--- src/rtl/pp_tree_acc_pkg.sv ---
// ---------------------------------------------------------------------------
// pp_tree_pkg
// Shared constants and helpers for the partial-product adder tree with
// accumulator (pp_tree_acc) and its per-level sub-module (pp_tree_level).
//   - DEF_* : default parameter values for the tree and accumulator
//   - calc_sw  : width of the final weighted sum
//   - calc_lvl : number of tree levels (log2 of the partial-product count)
//   - calc_iw  : input node width of a given tree level
//   - side_t   : valid/sideband bundle carried alongside the data
// ---------------------------------------------------------------------------
package pp_tree_pkg;

  localparam int DEF_NPP   = 32'sd8;
  localparam int DEF_PPW   = 32'sd18;
  localparam int DEF_SHIFT = 32'sd2;
  localparam int DEF_ACCW  = 32'sd48;

  // Valid bit plus accumulate sideband, pipelined with each sample.
  typedef struct packed {
    logic valid;
    logic en;
    logic clr;
  } side_t;

  // Width of the weighted sum: top partial product sits SHIFT*(NPP-1) up.
  function automatic int calc_sw(input int ppw, input int shift, input int npp);
    return ppw + shift * (npp - 32'sd1);
  endfunction

  // ceil(log2(npp)); npp is a power of two so this is exact.
  function automatic int calc_lvl(input int npp);
    int lvl;
    lvl = 32'sd0;
    for (int i = 0; i < 30; i++) begin
      if ((32'sd1 <<< i) < npp) begin
        lvl = lvl + 32'sd1;
      end
    end
    return lvl;
  endfunction

  // Node width entering level k: each earlier level added SHIFT*2^j bits.
  function automatic int calc_iw(input int ppw, input int shift, input int k);
    return ppw + shift * ((32'sd1 <<< k) - 32'sd1);
  endfunction

endpackage

--- src/rtl/pp_tree_acc_level.sv ---
// ---------------------------------------------------------------------------
// pp_tree_level
// One registered level of the pairwise adder tree. Node j of the output is
//   sext(din[2j]) + (sext(din[2j+1]) << STEP)
// computed in IW+STEP bits. Data registers load only on a valid sample so
// the last level holds its value between samples.
// Parameters: NODES (input node count, even), IW (input node width),
//             STEP (left shift applied to the odd node).
// Ports:
//   clk, rst              clock, synchronous active-high reset
//   in_valid/in_en/in_clr  valid and accumulate sideband of the input sample
//   din                    NODES packed signed nodes, node i at [i*IW +: IW]
//   out_valid/out_en/out_clr  registered sideband (en/clr masked by valid)
//   dout                   NODES/2 packed signed nodes of width IW+STEP
// ---------------------------------------------------------------------------
module pp_tree_level
  import pp_tree_pkg::*;
#(
  parameter int NODES = 32'sd8,
  parameter int IW    = 32'sd18,
  parameter int STEP  = 32'sd2
) (
  input  logic                                 clk,
  input  logic                                 rst,
  input  logic                                 in_valid,
  input  logic                                 in_en,
  input  logic                                 in_clr,
  input  logic [NODES*IW-1:0]                  din,
  output logic                                 out_valid,
  output logic                                 out_en,
  output logic                                 out_clr,
  output logic [(NODES/32'sd2)*(IW+STEP)-1:0]  dout
);

  localparam int OW = IW + STEP;
  localparam int NO = NODES / 32'sd2;

  logic [NO*OW-1:0] node_s;
  logic [NO*OW-1:0] dout_r;
  side_t            side_r;

  // Pairwise signed add; odd node carries the higher weight.
  always_comb begin
    node_s = '0;
    for (int j = 0; j < NO; j++) begin
      node_s[j*OW +: OW] = OW'($signed(din[(2*j)*IW +: IW]))
                         + (OW'($signed(din[(2*j+1)*IW +: IW])) <<< STEP);
    end
  end

  // Level register: sideband every cycle, data only on a valid sample.
  always_ff @(posedge clk) begin
    if (rst) begin
      side_r <= '0;
      dout_r <= '0;
    end else begin
      side_r <= {in_valid, in_valid & in_en, in_valid & in_clr};
      if (in_valid) begin
        dout_r <= node_s;
      end
    end
  end

  assign out_valid = side_r.valid;
  assign out_en    = side_r.en;
  assign out_clr   = side_r.clr;
  assign dout      = dout_r;

endmodule

--- src/rtl/pp_tree_acc.sv ---
// ---------------------------------------------------------------------------
// pp_tree_acc
// Pipelined weighted sum of NPP signed partial products followed by a
// signed running accumulator.
//   sum = sum_i pp[i] * 2^(SHIFT*i), one register per tree level
//   (latency LVL cycles, one sample per cycle). The accumulator updates one
//   cycle after out_valid under control of the pipelined acc_en/acc_clr.
// Optional feature macro: PP_TREE_ACC_SAT_EN -- when defined the accumulator
//   clamps to the signed extreme on overflow; otherwise it wraps.
// Parameters: NPP (power of two, 2..16), PPW, SHIFT, ACCW (>= SW).
// Ports:
//   clk        clock (rising edge)
//   rst        synchronous active-high reset
//   in_valid   pp holds a valid sample set
//   pp         NPP packed signed partial products, pp[i] at [i*PPW +: PPW]
//   acc_en     add this sample's sum into the accumulator
//   acc_clr    restart the accumulator from this sample (sum or 0)
//   out_valid  sum valid this cycle
//   sum        signed weighted sum, SW bits, held while out_valid=0
//   acc_valid  acc updated this cycle
//   acc        signed running accumulator, ACCW bits
//   ovf        sticky accumulator overflow flag
// ---------------------------------------------------------------------------
module pp_tree_acc
  import pp_tree_pkg::*;
#(
  parameter  int NPP   = DEF_NPP,
  parameter  int PPW   = DEF_PPW,
  parameter  int SHIFT = DEF_SHIFT,
  parameter  int ACCW  = DEF_ACCW,
  localparam int SW    = calc_sw(PPW, SHIFT, NPP),
  localparam int LVL   = calc_lvl(NPP)
) (
  input  logic              clk,
  input  logic              rst,
  input  logic              in_valid,
  input  logic [NPP*PPW-1:0] pp,
  input  logic              acc_en,
  input  logic              acc_clr,
  output logic              out_valid,
  output logic [SW-1:0]     sum,
  output logic              acc_valid,
  output logic [ACCW-1:0]   acc,
  output logic              ovf
);

  // Elaboration-time parameter sanity.
  if ((NPP < 32'sd2) || (NPP > 32'sd16) || ((NPP & (NPP - 32'sd1)) != 32'sd0)) begin : g_bad_npp
    $error("pp_tree_acc: NPP must be a power of two in 2..16");
  end
  if (ACCW < SW) begin : g_bad_accw
    $error("pp_tree_acc: ACCW must be at least SW");
  end

  // ------------------------------------------------------------------------
  // Adder tree: level k halves the node count and widens by SHIFT*2^k.
  // ------------------------------------------------------------------------
  for (genvar k = 0; k < LVL; k++) begin : g_lvl
    localparam int NODES = NPP >>> k;
    localparam int IW    = calc_iw(PPW, SHIFT, k);
    localparam int STEP  = SHIFT <<< k;
    localparam int OW    = IW + STEP;

    logic [NODES*IW-1:0]           din_s;
    logic                          vin_s;
    logic                          ein_s;
    logic                          cin_s;
    logic [(NODES/32'sd2)*OW-1:0]  dout_s;
    logic                          vout_s;
    logic                          eout_s;
    logic                          cout_s;

    if (k == 0) begin : g_src
      assign din_s = pp;
      assign vin_s = in_valid;
      assign ein_s = acc_en;
      assign cin_s = acc_clr;
    end else begin : g_chain
      assign din_s = g_lvl[k-1].dout_s;
      assign vin_s = g_lvl[k-1].vout_s;
      assign ein_s = g_lvl[k-1].eout_s;
      assign cin_s = g_lvl[k-1].cout_s;
    end

    pp_tree_level #(
      .NODES (NODES),
      .IW    (IW),
      .STEP  (STEP)
    ) u_level (
      .clk       (clk),
      .rst       (rst),
      .in_valid  (vin_s),
      .in_en     (ein_s),
      .in_clr    (cin_s),
      .din       (din_s),
      .out_valid (vout_s),
      .out_en    (eout_s),
      .out_clr   (cout_s),
      .dout      (dout_s)
    );
  end

  logic          sum_valid_s;
  logic          sum_en_s;
  logic          sum_clr_s;
  logic [SW-1:0] sum_s;

  assign sum_valid_s = g_lvl[LVL-1].vout_s;
  assign sum_en_s    = g_lvl[LVL-1].eout_s;
  assign sum_clr_s   = g_lvl[LVL-1].cout_s;
  assign sum_s       = g_lvl[LVL-1].dout_s;

  // ------------------------------------------------------------------------
  // Accumulator stage
  // ------------------------------------------------------------------------
  logic signed [ACCW-1:0] acc_r;
  logic                   ovf_r;
  logic                   acc_valid_r;
  logic signed [ACCW-1:0] sum_ext_s;
  logic signed [ACCW-1:0] add_s;
  logic signed [ACCW-1:0] acc_add_s;
  logic                   add_ovf_s;

  // Signed add with overflow detect; overflow only when both operands
  // share a sign and the result sign differs.
  always_comb begin
    sum_ext_s = ACCW'($signed(sum_s));
    add_s     = acc_r + sum_ext_s;
    add_ovf_s = (acc_r[ACCW-1] == sum_ext_s[ACCW-1]) &&
                (add_s[ACCW-1] != acc_r[ACCW-1]);
`ifdef PP_TREE_ACC_SAT_EN
    if (add_ovf_s) begin
      if (acc_r[ACCW-1]) begin
        acc_add_s = {1'b1, {(ACCW-1){1'b0}}};
      end else begin
        acc_add_s = {1'b0, {(ACCW-1){1'b1}}};
      end
    end else begin
      acc_add_s = add_s;
    end
`else
    acc_add_s = add_s;
`endif
  end

  // Accumulator update one cycle after the sum leaves the tree.
  always_ff @(posedge clk) begin
    if (rst) begin
      acc_r       <= '0;
      ovf_r       <= 1'b0;
      acc_valid_r <= 1'b0;
    end else begin
      acc_valid_r <= sum_valid_s & (sum_en_s | sum_clr_s);
      if (sum_valid_s) begin
        case ({sum_clr_s, sum_en_s})
          2'b11: begin
            acc_r <= sum_ext_s;
            ovf_r <= 1'b0;
          end
          2'b10: begin
            acc_r <= '0;
            ovf_r <= 1'b0;
          end
          2'b01: begin
            acc_r <= acc_add_s;
            ovf_r <= ovf_r | add_ovf_s;
          end
          default: begin
            acc_r <= acc_r;
            ovf_r <= ovf_r;
          end
        endcase
      end
    end
  end

  assign out_valid = sum_valid_s;
  assign sum       = sum_s;
  assign acc_valid = acc_valid_r;
  assign acc       = acc_r;
  assign ovf       = ovf_r;

endmodule

--- config.mk ---
export PLATFORM = sky130hd
export DESIGN_NAME = pp_tree_acc
export DESIGN_NICKNAME = d
export VERILOG_FILES = /design/src/rtl/pp_tree_acc_pkg.sv /design/src/rtl/pp_tree_acc_level.sv /design/src/rtl/pp_tree_acc.sv
export SDC_FILE = /design/constraint.sdc
export NUM_CORES = 1
export LEC_CHECK = 0
export ABC_AREA = 1
export CAP_MARGIN = 30
export CORE_MARGIN = 1
export CORE_UTILIZATION = 35
export CTS_BUF_LIST = sky130_fd_sc_hd__clkbuf_4 sky130_fd_sc_hd__clkbuf_8
export CTS_CLUSTER_SIZE = 25
export DETAILED_ROUTE_END_ITERATION = 6
export PLACE_DENSITY = 0.56
export SYNTH_ARGS = -nofsm -noshare
export SYNTH_HDL_FRONTEND = slang
export SYNTH_SLANG_ARGS = --single-unit
export TNS_END_PERCENT = 30
--- constraint.sdc ---
create_clock -name clk -period 3.85 [get_ports clk]
set_clock_uncertainty 0.2 [all_clocks]
set_input_delay 0.77 -clock clk [delete_from_list [all_inputs] [get_ports clk]]
set_output_delay 0.77 -clock clk [all_outputs]
set_load 0.02 [all_outputs]
* Yosys cells after proc, flatten, opt, wreduce, memory -nomap -nowiden *
Index checks and enable logic that the tools add are counted.
W data, S select, Z words.

word-level totals
  flip-flop bits (word level) = 219
  input port bits = 149
  word-level logic and storage cells = 45
  output and inout port bits = 83

cells by class
  equality and inequality tests = 5
  reduce and logical (&&, ||, !) cells = 6
  muxes and demuxes = 2
  bitwise logic cells = 9
  $add $sub $neg = 8

operator list
  cell                  count
  $pmux W48 S3          1
  $add A18 B20 Y20      4
  $add A20 B24 Y24      2
  $add A48 B32 Y48      1
  $add A24 B32 Y32      1
  $and A1 B1 Y1         7
  $eq A2 B2 Y1 const B  2
  $reduce_and A2 Y1     2
  $reduce_bool A3 Y1    1
  $eq A2 B1 Y1 const B  1
  $or A1 B1 Y1          2
  $pmux W1 S2           1
  $reduce_bool A2 Y1    1
  $reduce_or A2 Y1      1
  $eq A1 B1 Y1          1
  $logic_and A1 B1 Y1   1
  $ne A1 B1 Y1          1

* Depth between registers and ports, before layout *
Gate-level depths: netlist (run 1).

  word-level depth = 5
  depth in mapped cells = 14
  depth with buffers taken out = 14

* Modules after synthesis *
From an unflattened synthesis (run 1), not the netlist that was laid out.

second synthesis, totals
  cell total of the unflattened synthesis = 3480
  area total of the unflattened synthesis = 20364.5 um^2

by module, submodules not included
  module                            sequential area each (um^2)  cells an instance  instances  area each (um^2)
  pp_tree_level (g_lvl[0].u_level)  1661.6                       1145               1          6998.0
  pp_tree_acc                       1001.0                       1146               1          6239.7
  pp_tree_level (g_lvl[1].u_level)  1021.0                       683                1          4166.5
  pp_tree_level (g_lvl[2].u_level)  700.7                        506                1          2960.3

* Least setup slack after synthesis (run 1) *
Ideal clock, no wire load.

  path type = input-to-reg
  from = input pp[74]
  to = register g_lvl[0].u_level.dout_r[58]
  arrival time = 2203 ps
  cell stages on the path = 11
  setup time = 109 ps
  slack = 1338 ps
  path buffers = 0
  required time = 3541 ps
  cell sequence = ha_1 inv_1 fa_1 o21ai_0 nand3_1 nand3_1 a21oi_1 xor2_1 nand2_1 nand2_1 inv_1

on the way
  cells in the longest elaborated chain, start to end = 1

ends and longest elaborated chain
  what                  line                     RTL
  from (decl)           pp_tree_acc.sv:37        input logic [NPP*PPW-1:0] pp,
  $add A18 B20 Y20      pp_tree_acc_level.sv:47  + (OW'($signed(din[(2*j+1)*IW +: IW])) <<< STEP);
  to (signal assigned)  pp_tree_acc_level.sv:59  dout_r <= node_s;
  to (decl)             pp_tree_acc_level.sv:39  logic [NO*OW-1:0] dout_r;

Every way passes these cells.
A chain may end at the register's enable or synchronous reset.

* Final worst setup path (run 1) *
  from = register g_lvl[2].u_level.dout_r[31]
  to = output sum[31]

RTL lines
  what                    line                     RTL
  from (decl)             pp_tree_acc_level.sv:39
  from (signal assigned)  pp_tree_acc_level.sv:59
  to (decl)               pp_tree_acc.sv:41        output logic [SW-1:0] sum,

No word-level cell between the ends.

==> results.md, run 1 <==
- In this run the horizontal extent of the chip is 236 µm.
- The layer flagged by global routing as most heavily used is met2.
- Summed over all nets, the switching power comes to 2.26 mW.
- The first global-routing pass estimated 100 mm of wire.
- The DRC marker count from the first detailed-route iteration is 1056.
- Traced cell by cell, the critical path runs through buf_16 -> clkdlybuf4s50_1.
- The startpoint identified for the worst hold timing path is rst.
- The cell taking the most area after synthesis is sky130_fd_sc_hd__dfxtp_1.
- CTS built an H-tree with a depth of 2.
- The largest individual stage delay along the critical path comes from the cell sky130_fd_sc_hd__clkdlybuf4s50_1.
- The most common cell after layout, fill and taps aside is sky130_fd_sc_hd__nand2_1.
- In the layout the commonest cells are sky130_fd_sc_hd__nand2_1 (724), sky130_fd_sc_hd__inv_1 (480), sky130_fd_sc_hd__nor2_1 (434).
- Once the clock tree was built, the resizer swapped 0 gates to a different size.
- The sum of negative setup slack is 0 ns.
- The biggest cell delay along the critical path is 0.62 ns.
- Data on the critical path is required at its endpoint by 2.88 ns.
- The cell count after synthesis is 3183.
- The number of buffers added on ports is 231.
- The total leakage power is 11.8 nW.
- Across every metal layer, demand over resource in global routing totals 21.8%.
- Dividing the detail-routed wire length by the instance count gives 14.7 µm.
- The count of non-filler cells in the finished layout is 4134.
- The total grt overflow is 0.
- The reg-to-reg critical path startpoint is g_lvl[2].u_level.dout[0].
- The critical path's top delay family is buffers and inverters.
- The clock network power share is 37.4%.
- The portion of the post-synthesis area used by sequential elements is 22.8%.
- The count of flip-flops with a built-in enable after synthesis is 0.
- The growth of design area from synthesis to finish is 21.0%.
- The count of endpoints failing hold in the final timing report was 0.
- The global placer's final weighted congestion is 0.948.
- Per report_power, the combinational group accounts for 25.6% of the total.
- The per-instance average area after synthesis is 6.04 µm².
- The worst setup path is captured at an output port.
- The kind of path behind the tightest hold check is in2reg.
- The worst-margin pin slew is 0.885 ns.
- The buffer cell driving the clock tree root is sky130_fd_sc_hd__clkbuf_8.
- In this run the vertical extent of the chip is 236 µm.
- Clock-pin slew was measured on the worst setup and hold paths at 0.06 ns.
- The power density of the placed cells is 293 mW/mm².
- Among all flip-flop cells after synthesis, the most frequent one is sky130_fd_sc_hd__dfxtp_1.
- The clock sink total is 219.
- The met1 track utilization from global routing is 28.1%.
- The global routing usage on met2 is 37.5%.
- Setup repair after global routing left no endpoint under its margin.
- The TritonCTS clock tree is built.
- The post-detailed-route count of antenna-violating nets is 0.
- The peak supply drop is 200 µV.
- The critical path is of the reg2out type.
- The number of buffers and inverters on the critical path is 2.
- Net switching is 33.2% of the power.
- The later pin in the worst-skew pair is clocked with a latency of 0.62 ns.
- The post-detailed-routing wire length is 60.7 mm.
- The antenna diode count is 0.
- The number of primary I/O pins is 232.
- The number of different library cells in the post-synthesis netlist is 43.
- In the post-synthesis netlist, the biggest area contributors are sky130_fd_sc_hd__dfxtp_1 (23%), sky130_fd_sc_hd__nand2_1 (14%), sky130_fd_sc_hd__ha_1 (12%).
- The number of antenna violations at the first check in global routing is 1.
- The global routing usage on met3 is 2.83%.
- The final clock period utilization by the worst path is 77.0%.
- Clock tree synthesis inserted a total of 43 buffers.
- No sink is reached through more buffers than the 3 on the longest clock path.
- For this design, the CTS-stage hold fixing added 0 buffers.
- The synthesized netlist occupies a cell area of 0.0192 mm².
- The relative slew slack is 40.9%.
- The maximum operating frequency is 337 MHz.
- Entering global routing, the biggest net connects 71 pins.
- In the routed layout, each cell is associated on average with a via count of 4.89.
- The proportion of layout cells with a drive suffix above 1 is 5.70%.
- The routed design could run at a clock period as short as 2.96 ns.
- The initial utilization of the core area, before any placement, comes to 35.6%.
- Per report_power, the sequential group accounts for 37.0% of the total.
- The signal arrival time at the worst endpoint is 1.99 ns.
- The count of final setup violators is 0.
- The flow ran to the end, and the final reports show no timing, DRC or antenna violations.
- The die covers 0.0559 mm².
- The via count of the first global-routing pass is 19532.
- The internal power component is 4.55 mW.
- The total nets after synthesis is 3518.
- The total number of vias is 20208.
- The number of nets at the end of the flow is 3738.
- The flop and latch count out of synthesis is 219.
- The number of maximum-capacitance violations is 0.
- Tracing the worst setup path back leads to its startpoint at g_lvl[2].u_level.dout[31].
- The number of fillers in the final layout is 5959.
- For this run, design rule violations remaining after detail routing come to 0.
- The number of placed instances, taps included is 4054.
- In this run the standard cell core region covers 0.0540 mm².
- The top cell type by area accounts for 22.8% of the synthesized area.
- The share of flip-flops with an asynchronous set or reset after synthesis is 0%.
- After clock tree synthesis, the setup repair step added 0 buffers.
- The highest fanout seen on the critical path is 19.
- The standard-cell row count is 85.
- STA classifies the critical path startpoint as a register.
- The first detailed-routing pass ran for 5 iterations.
- During synthesis, Yosys emitted a total of 0 warnings.
- The max-slew violation count came to 0.
- The detailed placer's ending HPWL is 48.9 mm.
[cell type report]
cell class,count,area (µm²),share of cell area [%]
multi-input combinational,2398,12700,54.7
sequential,219,4390,18.9
timing repair buffer,249,2490,10.7
inverter,492,1850,7.94
tap,696,871,3.74
clock buffer,67,860,3.69
clock inverter,13,90.1,0.387
[logic make-up (layout without fill, tap and decap cells)]
family | count (synthesis) | in the layout | share of synthesized area, %
xor gates and xnor gates | 63 | 63 | 2.87
AOI/OAI and AO/OA | 629 | 629 | 17.8
DFF | 219 | 219 | 22.8
and+or+nand+nor | 1520 | 1520 | 33.0
adders and majority gates | 186 | 186 | 12.4
buffers and inverters | 566 | 821 | 11.1
[power groups by stage]
| stage | combinational, mW | clock [mW] | sequential, mW |
|---|---|---|---|
| floorplan | 1.18 | 0 | 2.54 |
| global placement | 1.73 | 0 | 2.57 |
| detailed placement | 1.73 | 0 | 2.57 |
| CTS | 1.75 | 2.65 | 2.52 |
| global route | 1.99 | 2.76 | 2.54 |
| finish | 1.74 | 2.55 | 2.52 |
[synthesized netlist by cell type (5+ instances only)]
master,n
sky130_fd_sc_hd__dfxtp_1,219
sky130_fd_sc_hd__nand3b_1,9
sky130_fd_sc_hd__xor2_1,40
sky130_fd_sc_hd__ha_1,178
sky130_fd_sc_hd__o21a_1,12
sky130_fd_sc_hd__o21ai_0,235
sky130_fd_sc_hd__buf_2,5
sky130_fd_sc_hd__a21oi_1,283
sky130_fd_sc_hd__a21boi_0,5
sky130_fd_sc_hd__a31oi_1,6
sky130_fd_sc_hd__xnor2_1,23
sky130_fd_sc_hd__o21bai_1,6
sky130_fd_sc_hd__nand4_1,46
sky130_fd_sc_hd__o21ai_2,11
sky130_fd_sc_hd__nand2_2,21
sky130_fd_sc_hd__nand2_1,724
sky130_fd_sc_hd__nor2_2,26
sky130_fd_sc_hd__or2_2,5
sky130_fd_sc_hd__nor3_1,27
sky130_fd_sc_hd__inv_2,10
sky130_fd_sc_hd__a21o_1,19
sky130_fd_sc_hd__buf_1,5
sky130_fd_sc_hd__fa_1,8
sky130_fd_sc_hd__nor4_1,6
sky130_fd_sc_hd__nand3_1,212
sky130_fd_sc_hd__o31ai_1,5
sky130_fd_sc_hd__o21ai_1,13
sky130_fd_sc_hd__clkbuf_1,63
sky130_fd_sc_hd__o211ai_1,17
sky130_fd_sc_hd__a21oi_2,7
sky130_fd_sc_hd__nor2_1,435
sky130_fd_sc_hd__inv_1,480
[worst paths after layout]
| path | endpoint | slack [ns] | cells after the start |
|---|---|---|---|
| setup / recovery | sum[31] | 0.89 | 2 |
| setup reg to reg | acc[40] | 1.05 | 13 |
| hold / removal | g_lvl[0].u_level.out_en | 0.15 | 2 |
| hold reg to reg | g_lvl[2].u_level.out_clr | 0.21 | 2 |
[per-layer routing]
layer,vias up,wire length [µm]
met5,-,11
met4,2,1820
met3,91,2310
met2,388,28100
met1,8943,28500
li1,10784,-
[state kept, by name, summed over array words and instances (netlist names)]
| name | cells |
|---|---|
| g_lvl.u_level.dout | 160 |
| acc | 48 |
| g_lvl.u_level.out_clr | 3 |
| g_lvl.u_level.out_en | 3 |
| g_lvl.u_level.out_valid | 3 |
| acc_valid | 1 |
| ovf | 1 |
[through the flow]
step / util (%) / hold WS [ns] / setup WS [ns] / area (µm²) / power, mW
6_report: 43.1 / 0.155 / 0.886 / 23300 / 6.81
5_1_grt: 43.1 / 0.146 / 0.798 / 23300 / 7.29
4_1_cts: 43.1 / 0.102 / 0.787 / 23300 / 6.92
3_5_place_dp: 41.3 / 0.208 / 0.602 / 22300 / 4.30
3_3_place_gp: 41.2 / 0.208 / 0.611 / 22300 / 4.30
2_1_floorplan: - / 0.203 / 1.34 / 19200 / 3.72
Note: power is estimated with default switching activity, not from simulation.
==> inputs of run 2 (changes only) <==
- PLACE_DENSITY: 0.56 -> 0.58
- clock period: 3.85 -> 2.55 ns (I/O delays scaled with it)
==> run 2 against run 1 <==
Compared with the run above: first-iteration DRC count is 7.1% higher; cell count is 4.9% higher; combinational power is 74% higher; critical path type unchanged; critical endpoint is now sum[11]; largest power group unchanged.
==> results.md, run 2 (same netlist as run 1, synthesis figures left out) <==
- The most common cell after layout, fill and taps aside is sky130_fd_sc_hd__nand2_1 (unchanged).
- The wire length on met2 is 28.4 mm (was 28.1 mm).
- The number of placed instances, taps included is 4259 (was 4054).
- The number of maximum-capacitance violations is 0 (unchanged).
- The number of nets at the end of the flow is 3942 (was 3738).
- The combinational fraction of design power came to 28.1% (was 25.6%).
- The kind of capture point of the worst setup path is an output port (unchanged).
- The via count of the first global-routing pass is 20064 (was 19532).
- Subtracting the final worst setup slack from the clock period gives 2.48 ns.
- The slowest cell on the critical path is sky130_fd_sc_hd__clkdlybuf4s50_1 (unchanged).
- The global placer's final weighted congestion came to 0.952 (was 0.948).
- The number of buffers on the longest clock path is 3 (unchanged).
- The number of antenna violations at the first check in global routing was 2 (was 1).
- The clock transition time at the flip-flop clock pins of the worst setup and hold paths is 0.06 ns (about the same).
- The growth of design area from synthesis to finish was 29.3% (was 21.0%).
- The buffer cell driving the clock tree root was sky130_fd_sc_hd__clkbuf_8 (unchanged).
- The required time at the worst-slack endpoint is 1.84 ns (was 2.88 ns).
- The core outline area was 0.0540 mm² (unchanged).
- The startpoint kind of the worst setup timing path is a register (unchanged).
- The max-slew violation count is 0 (unchanged).
- The post-detailed-route count of antenna-violating nets is 0 (unchanged).
- The depth of the CTS H-tree came to 2 (unchanged).
- The depth of the worst register-to-register path was 10 (was 13).
- The clock network power share was 36.9% (was 37.4%).
- The number of stages on the worst setup path is 2 (unchanged).
- The pin count of the biggest net entering global routing is 102 (was 71).
- The total grt overflow came to 0 (unchanged).
- The kind of path behind the tightest hold check is in2reg (unchanged).
- The count of final setup violators is 0 (unchanged).
- The die footprint came to 0.0559 mm² (unchanged).
- The count of endpoints failing hold in the final timing report is 0 (unchanged).
- The detailed-router iteration count before antenna repair is 5 (unchanged).
- The number of primary I/O pins is 232 (unchanged).
- The DRC marker count from the first detailed-route iteration is 1131 (was 1056).
- The relative slew slack is 50.7% (was 40.9%).
- The highest fanout seen on the critical path is 3 (was 19).
- The wire length on met1 is 29.4 mm (was 28.5 mm).
- The internal power component is 7.36 mW (was 4.55 mW).
- CP cell instances: buf_4 -> clkdlybuf4s50_1 (was buf_16 -> clkdlybuf4s50_1).
- The number of buffers added by the clock tree synthesis step came to 42 (was 43).
- The power density of the placed cells came to 435 mW/mm² (was 293 mW/mm²).
- The top layer used by detailed routing is met5 (unchanged).
- The global-route usage over all layers came to 22.0% (was 21.8%).
- The number of buffers added on ports is 231 (unchanged).
- The number of fillers in the final layout is 5814 (was 5959).
- The total leakage power is 12.8 nW (was 11.8 nW).
- The wire length on met3 is 2.32 mm (was 2.31 mm).
- The die height is 236 µm (unchanged).
- The standard-cell row count is 85 (unchanged).
- Result of the run: finished clean (unchanged).
- The number of hold buffers added after cts is 0 (unchanged).
- In the finished design, the share of the clock period the worst path needs comes to 97.4%.
- The number of buffer and inverter instances along the worst setup path is 2 (unchanged).
- The signal arrival time at the worst endpoint is 1.77 ns (was 1.99 ns).
- The total number of vias came to 20915 (was 20208).
- The sequential group share of total power is 35.0% (was 37.0%).
- The TritonCTS clock tree is built (unchanged).
- The peak supply drop was 330 µV (was 200 µV).
- The detailed placer's ending HPWL is 50.2 mm (was 48.9 mm).
- The first-pass GRT wire length came to 101 mm (was 100 mm).
- The net switching component of the power is 3.45 mW (was 2.26 mW).
- The switching share of power was 31.9% (was 33.2%).
- The clock insertion delay at the later pin of the skew report is 0.63 ns (was 0.62 ns).
- The initial core utilization was 35.6% (unchanged).
- The post-detailed-routing wire length is 61.9 mm (was 60.7 mm).
- The number of flip-flops in the largest register came to 160 (unchanged).
- The routed wirelength normalized by instance count is 14.3 µm (was 14.7 µm).
- The chip width is 236 µm (unchanged).
- The proportion of layout cells with a drive suffix above 1 is 11.2% (was 5.70%).
- The DRC violations left is 0 (unchanged).
- The via density per instance is 4.82 (was 4.89).
- The worst setup path category was reg2out (unchanged).
- The count of non-filler cells in the finished layout was 4336 (was 4134).
- Derived from the worst setup path, the maximum achievable clock frequency is 403 MHz.
- The clock sink total is 219 (unchanged).
- Top library cells by usage in the layout, fill and taps aside: sky130_fd_sc_hd__nand2_1 (723), sky130_fd_sc_hd__inv_1 (480), sky130_fd_sc_hd__nor2_1 (432) (was sky130_fd_sc_hd__nand2_1 (724), sky130_fd_sc_hd__inv_1 (480), sky130_fd_sc_hd__nor2_1 (434)).
- The worst-margin pin slew was 0.739 ns (was 0.885 ns).
- The tightest hold margin is 0.0977 ns (was 0.155 ns).
- The critical path's top delay family is buffers and inverters (unchanged).
- RSZ-0062 raised after global routing: yes (was no).
- The biggest cell delay along the critical path was 0.60 ns (was 0.62 ns).
- The depth of the worst hold-timing path came to 2 (unchanged).
## run 2: cell count changes in the layout (fill, tap and decap cells not counted), moves of 4 or more
cell | previous run | this run
sky130_fd_sc_hd__clkinv_2 | 7 | 3
sky130_fd_sc_hd__ha_1 | 178 | 174
sky130_fd_sc_hd__dlygate4sd2_1 | 0 | 4
sky130_fd_sc_hd__clkdlybuf4s50_1 | 229 | 225
sky130_fd_sc_hd__clkbuf_8 | 57 | 51
sky130_fd_sc_hd__clkbuf_4 | 10 | 16
sky130_fd_sc_hd__buf_4 | 16 | 219
## run 2: worst paths after layout
path	to	from	slack [ns]
min	g_lvl[0].u_level.dout[43]	in_valid	0.1
max reg2reg	acc[26]	g_lvl[2].u_level.dout[0]	0.10
max	sum[11]	g_lvl[2].u_level.dout[11]	0.07
min reg2reg	g_lvl[2].u_level.out_en	g_lvl[1].u_level.out_en	0.22
## run 2: per-layer routing
layer	GRT usage [%]	vias to the layer above
met4	7.52	2
met3	2.31	106
met5	0	-
met1	28.3	9213
met2	38.1	415
li1	-	11179
## run 2: stage by stage
step	power [mW]	setup TNS, ns	setup WS [ns]	util (%)	area [µm²]
2_1_floorplan	5.62	0	0.214	-	19200
3_3_place_gp	6.88	-3.49	-0.268	44.2	23900
3_5_place_dp	6.88	-4.42	-0.278	44.2	23900
4_1_cts	11.0	0	0.00315	45.9	24800
5_1_grt	11.5	-0.0342	-0.0130	46.0	24900
6_report	10.8	0	0.0673	46.0	24900
## run 2: power by group through the flow
stage	registers [mW]	logic, mW	clock network, mW
2_1_floorplan	3.84	1.79	0
3_3_place_gp	3.86	3.02	0
6_report	3.79	3.03	3.99
5_1_grt	3.81	3.43	4.27
4_1_cts	3.79	3.04	4.14
3_5_place_dp	3.86	3.02	0
## run 2: area by class of cell
| type | count | area (µm²) | share of cell area, % |
|---|---|---|---|
| multi-input cells | 2398 | 12800 | 51.3 |
| inverters | 492 | 1850 | 7.43 |
| clock buffers | 67 | 822 | 3.30 |
| diodes | 2 | 5.00 | 0.0201 |
| flip-flops and latches | 219 | 4390 | 17.6 |
| well taps | 696 | 871 | 3.50 |
| clock inverters | 8 | 135 | 0.543 |
| repair buffers | 454 | 4050 | 16.3 |
## run 2: timing repair
item                                    CTS  global route
pin swaps                                 0             1
gates resized for setup                   4            11
setup buffers                             0             0
endpoints found under the setup margin    4            14
gates cloned                              0             0
